$ cat src/rtl/fifo_wptr_ctrl_pkg.sv
// Shared widths and defaults for the write-side pointer controller of the
// async CDC FIFO. The read-side controller sees the same defines.
`ifndef FIFO_PTR_PARAMETERS_DEFINED
`define FIFO_PTR_PARAMETERS_DEFINED
`define WPTR_WIDTH   8
`define FIFO_DEPTH   128
`define AFULL_THRESH 120
`endif

package fifo_wptr_ctrl_pkg;

  // Pointer width carries one extra wrap bit above the memory address.
  localparam int PW_DEFAULT    = `WPTR_WIDTH;
  localparam int AFULL_DEFAULT = `AFULL_THRESH;

  // Registered status flags, kept together so they clear and load as one.
  typedef struct packed {
    logic full;
    logic afull;
    logic ovf;
  } wflags_t;

endpackage

$ cat src/rtl/fifo_wptr_ctrl_if.sv
// Producer-facing bundle of the write-side controller: requests and the
// synchronised read pointer go in, memory strobe and status come out.
interface fifo_wptr_ctrl_if
  import fifo_wptr_ctrl_pkg::*;
#(
  parameter int ADDR_WIDTH = PW_DEFAULT - 1
);
  localparam int PW = ADDR_WIDTH + 1;

  logic                  winc;
  logic [PW-1:0]         wq2_rptr;
  logic                  wovf_clr;
  logic                  wen;
  logic [ADDR_WIDTH-1:0] waddr;
  logic [PW-1:0]         wptr;
  logic                  wfull;
  logic                  walmost_full;
  logic [PW-1:0]         wlevel;
  logic                  wovf;

  // Producer side: drives requests, observes memory strobe and status.
  modport master (
    output winc, wq2_rptr, wovf_clr,
    input  wen, waddr, wptr, wfull, walmost_full, wlevel, wovf
  );

  // Controller side.
  modport slave (
    input  winc, wq2_rptr, wovf_clr,
    output wen, waddr, wptr, wfull, walmost_full, wlevel, wovf
  );
endinterface

$ cat src/rtl/bin2gray.sv
// Parameterised binary-to-Gray encoder shared across the FIFO pointer logic.
module bin2gray #(
  parameter int W = 8
) (
  input  logic [W-1:0] bin,
  output logic [W-1:0] gray
);
  assign gray = bin ^ (bin >> 1);
endmodule

$ cat src/rtl/fifo_wptr_ctrl_gray2bin.sv
// Gray-to-binary pointer decode: each binary bit is the XOR of all Gray bits
// at or above it. Purely combinational; also used by the read-side controller.
module gray2bin_ptr #(
  parameter int PW = 8
) (
  input  logic [PW-1:0] gray,
  output logic [PW-1:0] bin
);
  logic acc_s;

  // Running XOR from the MSB downwards forms the prefix parity.
  always_comb begin
    acc_s = 1'b0;
    bin   = '0;
    for (int i = PW - 1; i >= 0; i--) begin
      acc_s  = acc_s ^ gray[i];
      bin[i] = acc_s;
    end
  end
endmodule

$ cat src/rtl/fifo_wptr_ctrl.sv
// Write-domain half of the async FIFO. Advances the binary write pointer on
// accepted writes, publishes it in registered Gray form for the read domain,
// and derives full / almost-full / level / sticky overflow from the
// synchronised Gray read pointer. Flags lag real reads, so they err towards full.
module fifo_wptr_ctrl
  import fifo_wptr_ctrl_pkg::*;
#(
  parameter int ADDR_WIDTH   = PW_DEFAULT - 1,
  parameter int AFULL_THRESH = AFULL_DEFAULT
) (
  input logic              wclk,
  input logic              wrst_n,
  fifo_wptr_ctrl_if.slave  bus
);
  localparam int PW = ADDR_WIDTH + 1;
  localparam logic [PW-1:0] AFULL_LVL = PW'(AFULL_THRESH);

  logic [PW-1:0] wbin_r;
  logic [PW-1:0] wptr_r;
  logic [PW-1:0] wlevel_r;
  wflags_t       flags_r;

  logic          wen_s;
  logic [PW-1:0] wbin_next_s;
  logic [PW-1:0] wgray_next_s;
  logic [PW-1:0] rbin_s;
  logic [PW-1:0] level_next_s;
  logic [PW-1:0] full_pat_s;
  wflags_t       flags_next_s;

  bin2gray #(.W(PW)) u_bin2gray (
    .bin  (wbin_next_s),
    .gray (wgray_next_s)
  );

  gray2bin_ptr #(.PW(PW)) u_gray2bin (
    .gray (bus.wq2_rptr),
    .bin  (rbin_s)
  );

  // Write acceptance, pointer advance, occupancy and next flag values.
  always_comb begin
    wen_s        = bus.winc & ~flags_r.full;
    wbin_next_s  = wbin_r + {{(PW-1){1'b0}}, wen_s};
    level_next_s = wbin_next_s - rbin_s;
    // Full when the write pointer has lapped the read pointer exactly once:
    // in Gray form that is the top two bits inverted, the rest equal.
    full_pat_s   = {~bus.wq2_rptr[PW-1:PW-2], bus.wq2_rptr[PW-3:0]};
    flags_next_s.full  = (wgray_next_s == full_pat_s);
    flags_next_s.afull = (level_next_s >= AFULL_LVL);
    // A rejected write takes priority over a simultaneous clear.
    if (bus.winc & flags_r.full) begin
      flags_next_s.ovf = 1'b1;
    end else if (bus.wovf_clr) begin
      flags_next_s.ovf = 1'b0;
    end else begin
      flags_next_s.ovf = flags_r.ovf;
    end
  end

  // Pointer, level and flag registers; Gray pointer leaves the block only from a flop.
  always_ff @(posedge wclk or negedge wrst_n) begin
    if (!wrst_n) begin
      wbin_r   <= '0;
      wptr_r   <= '0;
      wlevel_r <= '0;
      flags_r  <= '0;
    end else begin
      wbin_r   <= wbin_next_s;
      wptr_r   <= wgray_next_s;
      wlevel_r <= level_next_s;
      flags_r  <= flags_next_s;
    end
  end

  assign bus.wen          = wen_s;
  assign bus.waddr        = wbin_r[ADDR_WIDTH-1:0];
  assign bus.wptr         = wptr_r;
  assign bus.wlevel       = wlevel_r;
  assign bus.wfull        = flags_r.full;
  assign bus.walmost_full = flags_r.afull;
  assign bus.wovf         = flags_r.ovf;
endmodule

$ cat src/flat_wrapper.sv
// flat-port wrapper written by rule: the top's interface ports become plain ports
module fifo_wptr_ctrl_flat import fifo_wptr_ctrl_pkg::*;
#(
  parameter int ADDR_WIDTH   = PW_DEFAULT - 1,
  parameter int AFULL_THRESH = AFULL_DEFAULT
)
  (wclk, wrst_n, bus_winc, bus_wq2_rptr, bus_wovf_clr, bus_wen, bus_waddr, bus_wptr, bus_wfull, bus_walmost_full, bus_wlevel, bus_wovf);
  fifo_wptr_ctrl_if #(.ADDR_WIDTH(ADDR_WIDTH)) bus_i ();
  input logic wclk;
  input logic wrst_n;
  input wire logic [$bits(bus_i.winc)-1:0] bus_winc;
  input wire logic [$bits(bus_i.wq2_rptr)-1:0] bus_wq2_rptr;
  input wire logic [$bits(bus_i.wovf_clr)-1:0] bus_wovf_clr;
  output wire logic [$bits(bus_i.wen)-1:0] bus_wen;
  output wire logic [$bits(bus_i.waddr)-1:0] bus_waddr;
  output wire logic [$bits(bus_i.wptr)-1:0] bus_wptr;
  output wire logic [$bits(bus_i.wfull)-1:0] bus_wfull;
  output wire logic [$bits(bus_i.walmost_full)-1:0] bus_walmost_full;
  output wire logic [$bits(bus_i.wlevel)-1:0] bus_wlevel;
  output wire logic [$bits(bus_i.wovf)-1:0] bus_wovf;
  assign bus_i.winc = bus_winc;
  assign bus_i.wq2_rptr = bus_wq2_rptr;
  assign bus_i.wovf_clr = bus_wovf_clr;
  assign bus_wen = bus_i.wen;
  assign bus_waddr = bus_i.waddr;
  assign bus_wptr = bus_i.wptr;
  assign bus_wfull = bus_i.wfull;
  assign bus_walmost_full = bus_i.walmost_full;
  assign bus_wlevel = bus_i.wlevel;
  assign bus_wovf = bus_i.wovf;
  fifo_wptr_ctrl #(.ADDR_WIDTH(ADDR_WIDTH), .AFULL_THRESH(AFULL_THRESH)) u_core (.wclk(wclk), .wrst_n(wrst_n), .bus(bus_i));
endmodule
$ cat config.mk
export PLATFORM = sky130hd
export DESIGN_NAME = fifo_wptr_ctrl_flat
export DESIGN_NICKNAME = d
export VERILOG_FILES = /design/src/rtl/fifo_wptr_ctrl_pkg.sv /design/src/rtl/fifo_wptr_ctrl_if.sv /design/src/rtl/bin2gray.sv /design/src/rtl/fifo_wptr_ctrl_gray2bin.sv /design/src/rtl/fifo_wptr_ctrl.sv /design/src/flat_wrapper.sv
export SDC_FILE = /design/constraint.sdc
export NUM_CORES = 1
export LEC_CHECK = 0
export ABC_AREA = 0
export CELL_PAD_IN_SITES_DETAIL_PLACEMENT = 2
export CELL_PAD_IN_SITES_GLOBAL_PLACEMENT = 2
export CORE_AREA = 2 2 72 74
export DETAILED_ROUTE_END_ITERATION = 12
export DIE_AREA = 0 0 74 76
export GPL_TIMING_DRIVEN = 0
export HOLD_SLACK_MARGIN = 0.06
export PLACE_DENSITY = 0.86
export SKIP_CTS_REPAIR_TIMING = 1
export SYNTH_ARGS = -nofsm -noshare
export SYNTH_HDL_FRONTEND = slang
export SYNTH_SLANG_ARGS = --single-unit
export TNS_END_PERCENT = 20
$ cat constraint.sdc
create_clock -name wclk -period 7.6 [get_ports wclk]
set_input_delay 1.52 -clock wclk [delete_from_list [all_inputs] [get_ports wclk]]
set_output_delay 1.52 -clock wclk [all_outputs]
set_load 0.03 [all_outputs]
==> run summary, run 1 <==
The number of hold violations in the final report is 0. The effective utilization at floorplan was 0.320. The critical path goes through clkdlybuf4s50_1 > xnor3_1 > xor2_2 > xnor3_2 > xor2_1 > xnor2_1 > ha_1 > inv_1 > fa_1 > a21o_1 > a21oi_1 > xnor2_1 > nand3b_1 > o311ai_0. The worst setup path is launched from an input pin. TritonCTS built the clock tree.

The logs give 0 for the antenna diode count and 7.76 ns for the required time at the worst-slack endpoint. Counting I/O delays and the setup requirement, the final critical path takes 5.19 ns. The tools report the final hold slack as 0.547 ns. Power comes to 0.00105 W. The final net count was 199. The slowest stage of the critical path is the clkdlybuf4s50_1 cell. Based on the critical path, the design can be clocked at up to 193 MHz. The tools report the initial antenna violation count as 0.

The routed length per instance was 16.2 um; the number of standard cells in the final layout excluding fillers was 246. The biggest cell delay along the critical path was 0.53 ns. Entering global routing, the biggest net connects 27 pins.

Counting every net in the synthesized netlist gives 156. Power spread over the standard cell area amounts to 500 nW/um^2. The proportion of synthesized chip area in sequential cells is 0.413, and the die height is 76 um. A synthesized cell averages 11.7 um^2. The fraction of synthesis flops using an asynchronous set or reset pin was 1.00; the count of unresolved DRC violations after routing was 0. The clock passes through at most 2 buffers.

Total instance count after detailed placement: 242. The run gives 0 as the number of nets with antenna violations after detailed routing. The run gives 1570 um^2 as the synthesized cell area. The via count of the first global-routing pass is 1326.

The max-cap check violation count was 0; the data arrival time at the worst-slack endpoint was 5.36 ns. Number of search-and-repair iterations in the first detailed-routing pass: 2. The dominant register cell in the synthesized netlist is dfrtp_1. Clock tree synthesis selected as its root buffer the cell clkbuf_8. Setup repair after global routing left no endpoint under its margin. Global routing finished with a remaining overflow of 0. The terminus of the critical flop-to-flop path was u_core.bus.walmost_full. The global-route usage over all layers was 0.158.

The first global-routing pass estimated 6780 um of wire. In this run the static leakage power is 0.935 nW. The die covers 5620 um^2. Input and output buffers added on the ports amount to 38.

The total number of yosys warnings is 0. Number of endpoints failing setup at the final stage: 0. Compared with the post-synthesis result, the final layout area differs by 33.2%. The ratio of cells with drive above 1 in the final layout came out at 0.102. The most numerous cell type found on the critical path is xnor2_1. The type of the worst min-delay path was register to register. The number of standard cells after synthesis is 134, and the overall die width is 74 um. Clock-pin slew was measured on the worst setup and hold paths at 0.09 ns. Adding up every negative setup slack in the final design gives 0 ns. After detailed routing, the total wire length is 3970 um.

The detailed-route via count is 1114. The floorplan has 26 rows. Along the worst path, the maximum fanout reaches 3.

The per-cell via count in the routed design came out at 4.53. For the max-slew violation count, the log shows 0. The number of library cell types mapped by synthesis was 37; the share of the cycle needed by the critical path after routing was 0.684.

Clock skew on the completed layout was measured at 0.00200 ns. Relative max-transition margin: 0.202. The total CTS buffers is 3, and the detailed-placement wirelength estimate is 3240 um. Following the worst setup path forward leads to its endpoint at u_core.bus.walmost_full. For the number of filler instances in the final layout, the log shows 507. The worst setup path is of the input pin to register kind. Clock network latency to the later pin of the worst-skew pair: 0.27 ns. The number of enable-type register cells in the synthesized netlist is 0, and the depth of the CTS H-tree is 1. The logs give 21 for the first-iteration detailed-routing DRC count and 26 for the count of clock tree sinks. The core region is 4910 um^2. Across the VDD grid, the largest voltage drop is 0.000145 V. Measured in cells, the most critical reg-to-reg path has a length of 11. The run gives 39 as the top-level port count. The setup slack of the worst register-to-register path is 4.24 ns. The run finished with clean final reports. The routability congestion estimate from global placement came out at 0.731. The capturing element type of the critical path was a register.

At the pin with the least slew margin, the transition time is 1.19 ns. The register bit count reported by yosys came out at 26. The worst flop-to-flop path startpoint was u_core.bus.wfull.

The timing startpoint of the critical path was bus_wq2_rptr[7].
[cells in the final DEF, fill, tap and decap left out, drive strengths merged, types with 2 or more instances in the layout]
master,synthesis,layout
a21o,3,3
a21oi,4,4
buf,2,2
clkbuf,0,4
clkdlybuf4s50,0,38
dfrtp,26,26
ha,9,9
inv,14,14
nand2,7,7
nand3,6,6
nor2,4,4
nor2b,3,3
nor3,2,2
o21ai,5,5
or3,2,2
xnor2,15,15
xnor3,6,6
xor2,12,12
[state kept, by name, summed over array words and instances (netlist names)]
register,count
u_core.bus.wlevel,8
u_core.wbin_r,8
u_core.bus.wptr,7
u_core.bus.walmost_full,1
u_core.bus.wfull,1
u_core.bus.wovf,1
[cells by family (layout without fill, tap and decap cells)]
family / Yosys count / in the layout / share of synthesized area
adder cells (fa/ha/maj): 10 / 10 / 0.0843
AND/OR/NAND/NOR: 26 / 26 / 0.0962
AO/OA/AOI/OAI: 23 / 23 / 0.114
XOR/XNOR: 33 / 33 / 0.251
flip-flops: 26 / 26 / 0.413
buffers and inverters: 16 / 58 / 0.0413
[area by class of cell]
class | count | area [um^2] | share of cell area
Multi-Input combinational cell | 92 | 858 | 0.409
Sequential cell | 26 | 651 | 0.310
Timing Repair Buffer | 38 | 380 | 0.181
Tap cell | 70 | 87.6 | 0.0418
Clock buffer | 4 | 55.1 | 0.0263
Inverter | 14 | 52.6 | 0.0251
Buffer | 2 | 12.5 | 0.00597
[power breakdown]
group / leakage, nW / internal (W) / switching, W
clock: 0.0288 / 0.0000464 / 0.0000454
combinational: 0.588 / 0.000300 / 0.000419
sequential: 0.318 / 0.000206 / 0.0000328
total: 0.935 / 0.000552 / 0.000497
[stage by stage]
| step | utilization | worst slack (ns) | instance area [um^2] |
|---|---|---|---|
| after detailed placement | 0.416 | 2.09 | 2040 |
| after floorplan | - | 3.08 | 1570 |
| after global routing | 0.427 | 2.13 | 2100 |
| final | 0.427 | 2.41 | 2100 |
| after CTS | 0.427 | 2.36 | 2100 |
| after global placement | 0.416 | 2.20 | 2040 |
[Yosys cell counts (2+ instances only)]
cell / n / area [um^2]
dfrtp_1: 26 / 651
inv_1: 14 / 52.6
xnor2_1: 14 / 123
xor2_1: 10 / 87.6
ha_1: 9 / 113
nand2_1: 7 / 26.3
o21ai_0: 5 / 25.0
xnor3_1: 5 / 113
a21oi_1: 4 / 20.0
a21o_1: 3 / 22.5
nand3_1: 3 / 15.0
nand3_2: 3 / 30.0
nor2_1: 3 / 11.3
nor2b_1: 3 / 18.8
or3_1: 2 / 12.5
xor2_2: 2 / 32.5
[worst min-delay path by stage]
stage	start	to	slack (ns)	depth (start not counted)
floorplan	u_core.bus.wovf	u_core.bus.wovf	0.65	2
global placement	u_core.bus.wfull	u_core.bus.wovf	0.50	2
detailed placement	u_core.bus.wfull	u_core.bus.wovf	0.54	2
CTS	u_core.bus.wovf	u_core.bus.wovf	0.56	2
global route	u_core.bus.wovf	u_core.bus.wovf	0.61	2
finish	u_core.bus.wovf	u_core.bus.wovf	0.55	2
[layer usage]
metal  GRT usage  up-vias  part of all wire
li1            -      532                 -
met1       0.191      552              0.41
met2       0.284       24              0.54
met3      0.0132        6             0.023
met4      0.0600        0             0.023
met5           0        -                 0
[critical path: cells and delay by family]
family                   cells  cell delay, ns
AO/OA/AOI/OAI                3            0.76
adder cells (fa/ha/maj)      2            0.61
AND/OR/NAND/NOR              1            0.13
buffers and inverters        2            0.59
XOR/XNOR                     6            1.77
(Power assumes the default switching activity.)
==> run 2: changes to the inputs <==
CORE_AREA = 2 2 75 77   (was 2 2 72 74)
DIE_AREA = 0 0 77 79   (was 0 0 74 76)
PLACE_DENSITY = 0.8   (was 0.86)
clock period = 4.8 ns   (was 7.6 ns; I/O delays follow)
==> run 2 against run 1 <==
Count of clock-buffer cells in the layout unchanged. Sequential share of layout area decreased by 0.20 points. Flip-flop and latch count unchanged. Worst setup slack got worse by 2.1 ns. Critical path type unchanged. Highest routed layer unchanged.
==> run summary, run 2 (synthesis gave the netlist of run 1 again) <==
The maximum fanout along the worst path was 3 (unchanged). The total CTS buffers was 3 (unchanged). The static leakage is 0.937 nW (+0.25%), and the number of input and output port buffers inserted is 38 (unchanged).

The routability congestion estimate from global placement is 0.786 (+7.5%). Number of core rows: 27 (+3.8%). Most repeated library cell on the critical path: xor2_2. The tools report the count of clock tree sinks as 26 (unchanged).

The tools report the required time at the worst-slack endpoint as 4.94 ns (-2.82 ns). The top-level port count was 39 (unchanged); the antenna diode count was 0 (unchanged). The depth of the worst register-to-register path is 11 (unchanged), and the number of hold violations in the final report is 0 (unchanged). The clock network latency to the later pin of the worst-skew pair was 0.27 ns (about the same); the setup TNS was 0 ns (unchanged). The tightest min-delay check is of the register to register type.

The logs give 0 (unchanged) for the max-slew violation count and 0 (unchanged) for the number of nets with antenna violations after detailed routing. The kind of start point of the critical path was an input pin. The detailed-placement wirelength estimate was 3220 um (-0.70%).

The run gives 0 (unchanged) as the remaining global-route overflow. The number of gates on the worst path with buffers counted is 14 (unchanged). Area enclosed by the die boundary: 6080 um^2 (+8.2%). The tools report the part of the power in registers as 0.228 (about the same). Leaving out fill and tap cells, the most frequent cell in the layout is clkdlybuf4s50_1.

The number of standard cells in the final layout excluding fillers came out at 248 (+0.81%). The proportion of power drawn by combinational gates is 0.686 (about the same), and the switching power summed over all nets is 0.000783 W (+58%). The clock slew at the register clock pins of the worst setup and hold paths is 0.09 ns (about the same), and the total power is 0.00166 W (+58%). The setup skew after layout is 0.00383 ns (+0.00182 ns). The run finished with clean final reports.

The die height came out at 79 um (+3.9%). The first-iteration detailed-routing DRC count was 45 (+110%); the global-route usage over all layers was 0.139 (-0.0191). The detailed-route via count is 1121 (+0.63%), and the areal power density over the cells is 787 nW/um^2 (+57%).

The max-cap check violation count is 0 (unchanged). The total instance count after detailed placement was 244 (+0.83%). The number of buffers and inverters on the critical path is 2 (unchanged), and the data arrival time at the worst-slack endpoint is 4.63 ns (-0.73 ns). First-pass GRT wire length: 6680 um (-1.5%). The initial antenna violation count is 0 (unchanged), and the via count of the first global-routing pass is 1299 (-2.0%). The tools report the final net count as 199 (unchanged). The worst min-delay path startpoint is u_core.bus.wovf.

Compared with the post-synthesis result, the final layout area differs by 34.1%. TritonCTS built the clock tree. The smallest clock period supported by the final layout is computed as 4.49 ns. Number of search-and-repair iterations in the first detailed-routing pass: 4 (+2). The net switching share of the total power was 0.471 (-0.00221); the routed length per instance was 15.9 um (-1.8%).

The per-cell via count in the routed design is 4.52 (-0.18%), and the pin count of the biggest net entering global routing is 27 (unchanged). The tree is rooted in a clkbuf_8. The area of the core was 5340 um^2 (+8.7%). The run gives 0.086 (about the same) as the clock network power share.

The internal power came out at 0.000879 W (+59%). The logs give 0.295 (-0.0255) for the effective utilization at floorplan and 3930 um (-1.0%) for the final wirelength. The kind of cell with the highest combined delay along the critical path is XOR/XNOR gates. The biggest cell delay along the critical path was 0.55 ns (+0.02 ns); the worst IR drop on VDD was 0.000332 V (+130%).

Depth of the CTS H-tree: 1 (unchanged). The relative max-transition margin was 0.223 (+0.0212); the actual transition at the worst max-transition pin was 1.16 ns (-0.0317 ns). The logs give 2110 um^2 (+0.66%) for the cell area after layout and 0 (unchanged) for the number of endpoints failing setup at the final stage. The tools report the count of unresolved DRC violations after routing as 0 (unchanged).

The slowest stage of the critical path belongs to the cell clkdlybuf4s50_1. Timing would allow up to 223 MHz. The post-place instance area is 2040 um^2 (+0.12%), and the ratio of cells with drive above 1 in the final layout is 0.114 (+0.0114).

The overall die width came out at 77 um (+4.1%). Setup repair after global routing left no endpoint under its margin. The timing startpoint of the critical path is bus_wq2_rptr[7]. Leaving out fill and tap cells, the most frequent cells in the layout are 38 x clkdlybuf4s50_1, 26 x dfrtp_1, 14 x xnor2_1, 14 x inv_1. The maximum count of clock buffers along a single path is 2 (unchanged), and the share of the cycle needed by the critical path after routing is 0.935. STA classifies the critical path endpoint as a register.

The worst flop-to-flop path startpoint is u_core.bus.wfull. The worst setup path is of the input pin to register kind. The signal on the critical path passes through clkdlybuf4s50_1 > xnor3_1 > xor2_2 > xnor3_2 > xor2_2 > xnor2_1 > ha_1 > inv_1 > fa_1 > a21o_1 > a21oi_2 > o21ai_0 > a211oi_1 > o311ai_1.

The worst hold path cell count came out at 2 (unchanged).
run 2: cell counts in the layout (fill, tap and decap cells not counted):
No cell type changed its count.
run 2: path summary, 6_finish.rpt:
check                                                to  slack (ns)
worst max-delay path            u_core.bus.walmost_full        0.31
worst min-delay path                    u_core.bus.wovf        0.56
worst max register to register  u_core.bus.walmost_full        1.50
worst min register to register          u_core.bus.wovf        0.56
max in group asynchronous              u_core.wbin_r[3]        2.81
min in group asynchronous          u_core.bus.wlevel[0]        1.30
run 2: worst register-to-register path: cells and delay by family, from the launching register on:
kind | cells | cell delay (ns)
fa+ha+maj | 3 | 1.12
simple gates | 4 | 0.95
flops | 1 | 0.41
compound gates | 2 | 0.33
xor+xnor | 1 | 0.27
buf+inv | 1 | 0.13
run 2: area by class of cell:
cell class / instances / area [um^2]
tap: 72 / 90.1
fill: 582 / 3230
sequential: 26 / 651
buffer: 2 / 12.5
timing repair buffer: 38 / 380
inverter: 14 / 52.6
clock buffer: 4 / 55.1
multi-input combinational: 92 / 870
run 2: metrics by stage:
step                utilization  hold WS, ns  worst slack, ns
finish                    0.395        0.564            0.313
global route              0.395        0.617           0.0705
CTS                       0.393        0.579           0.0183
detailed placement        0.383        0.560           -0.211
global placement          0.383        0.500          -0.0547
floorplan                     -        0.654            0.840
run 2: power groups by stage:
stage	logic, W	clock network, W	registers [W]
6_report	0.00114	0.000143	0.000379
5_1_grt	0.00125	0.000163	0.000391
4_1_cts	0.00114	0.000149	0.000382
3_5_place_dp	0.00113	0	0.000386
3_3_place_gp	0.00108	0	0.000381
2_1_floorplan	0.000576	0	0.000573
run 2: layer usage:
| layer | vias up | GRT usage | share of wire |
|---|---|---|---|
| li1 | 534 | - | - |
| met1 | 565 | 0.162 | 0.40 |
| met2 | 17 | 0.276 | 0.57 |
| met3 | 5 | 0.0193 | 0.024 |
| met4 | 0 | 0.0214 | 0.0056 |
| met5 | - | 0 | 0 |
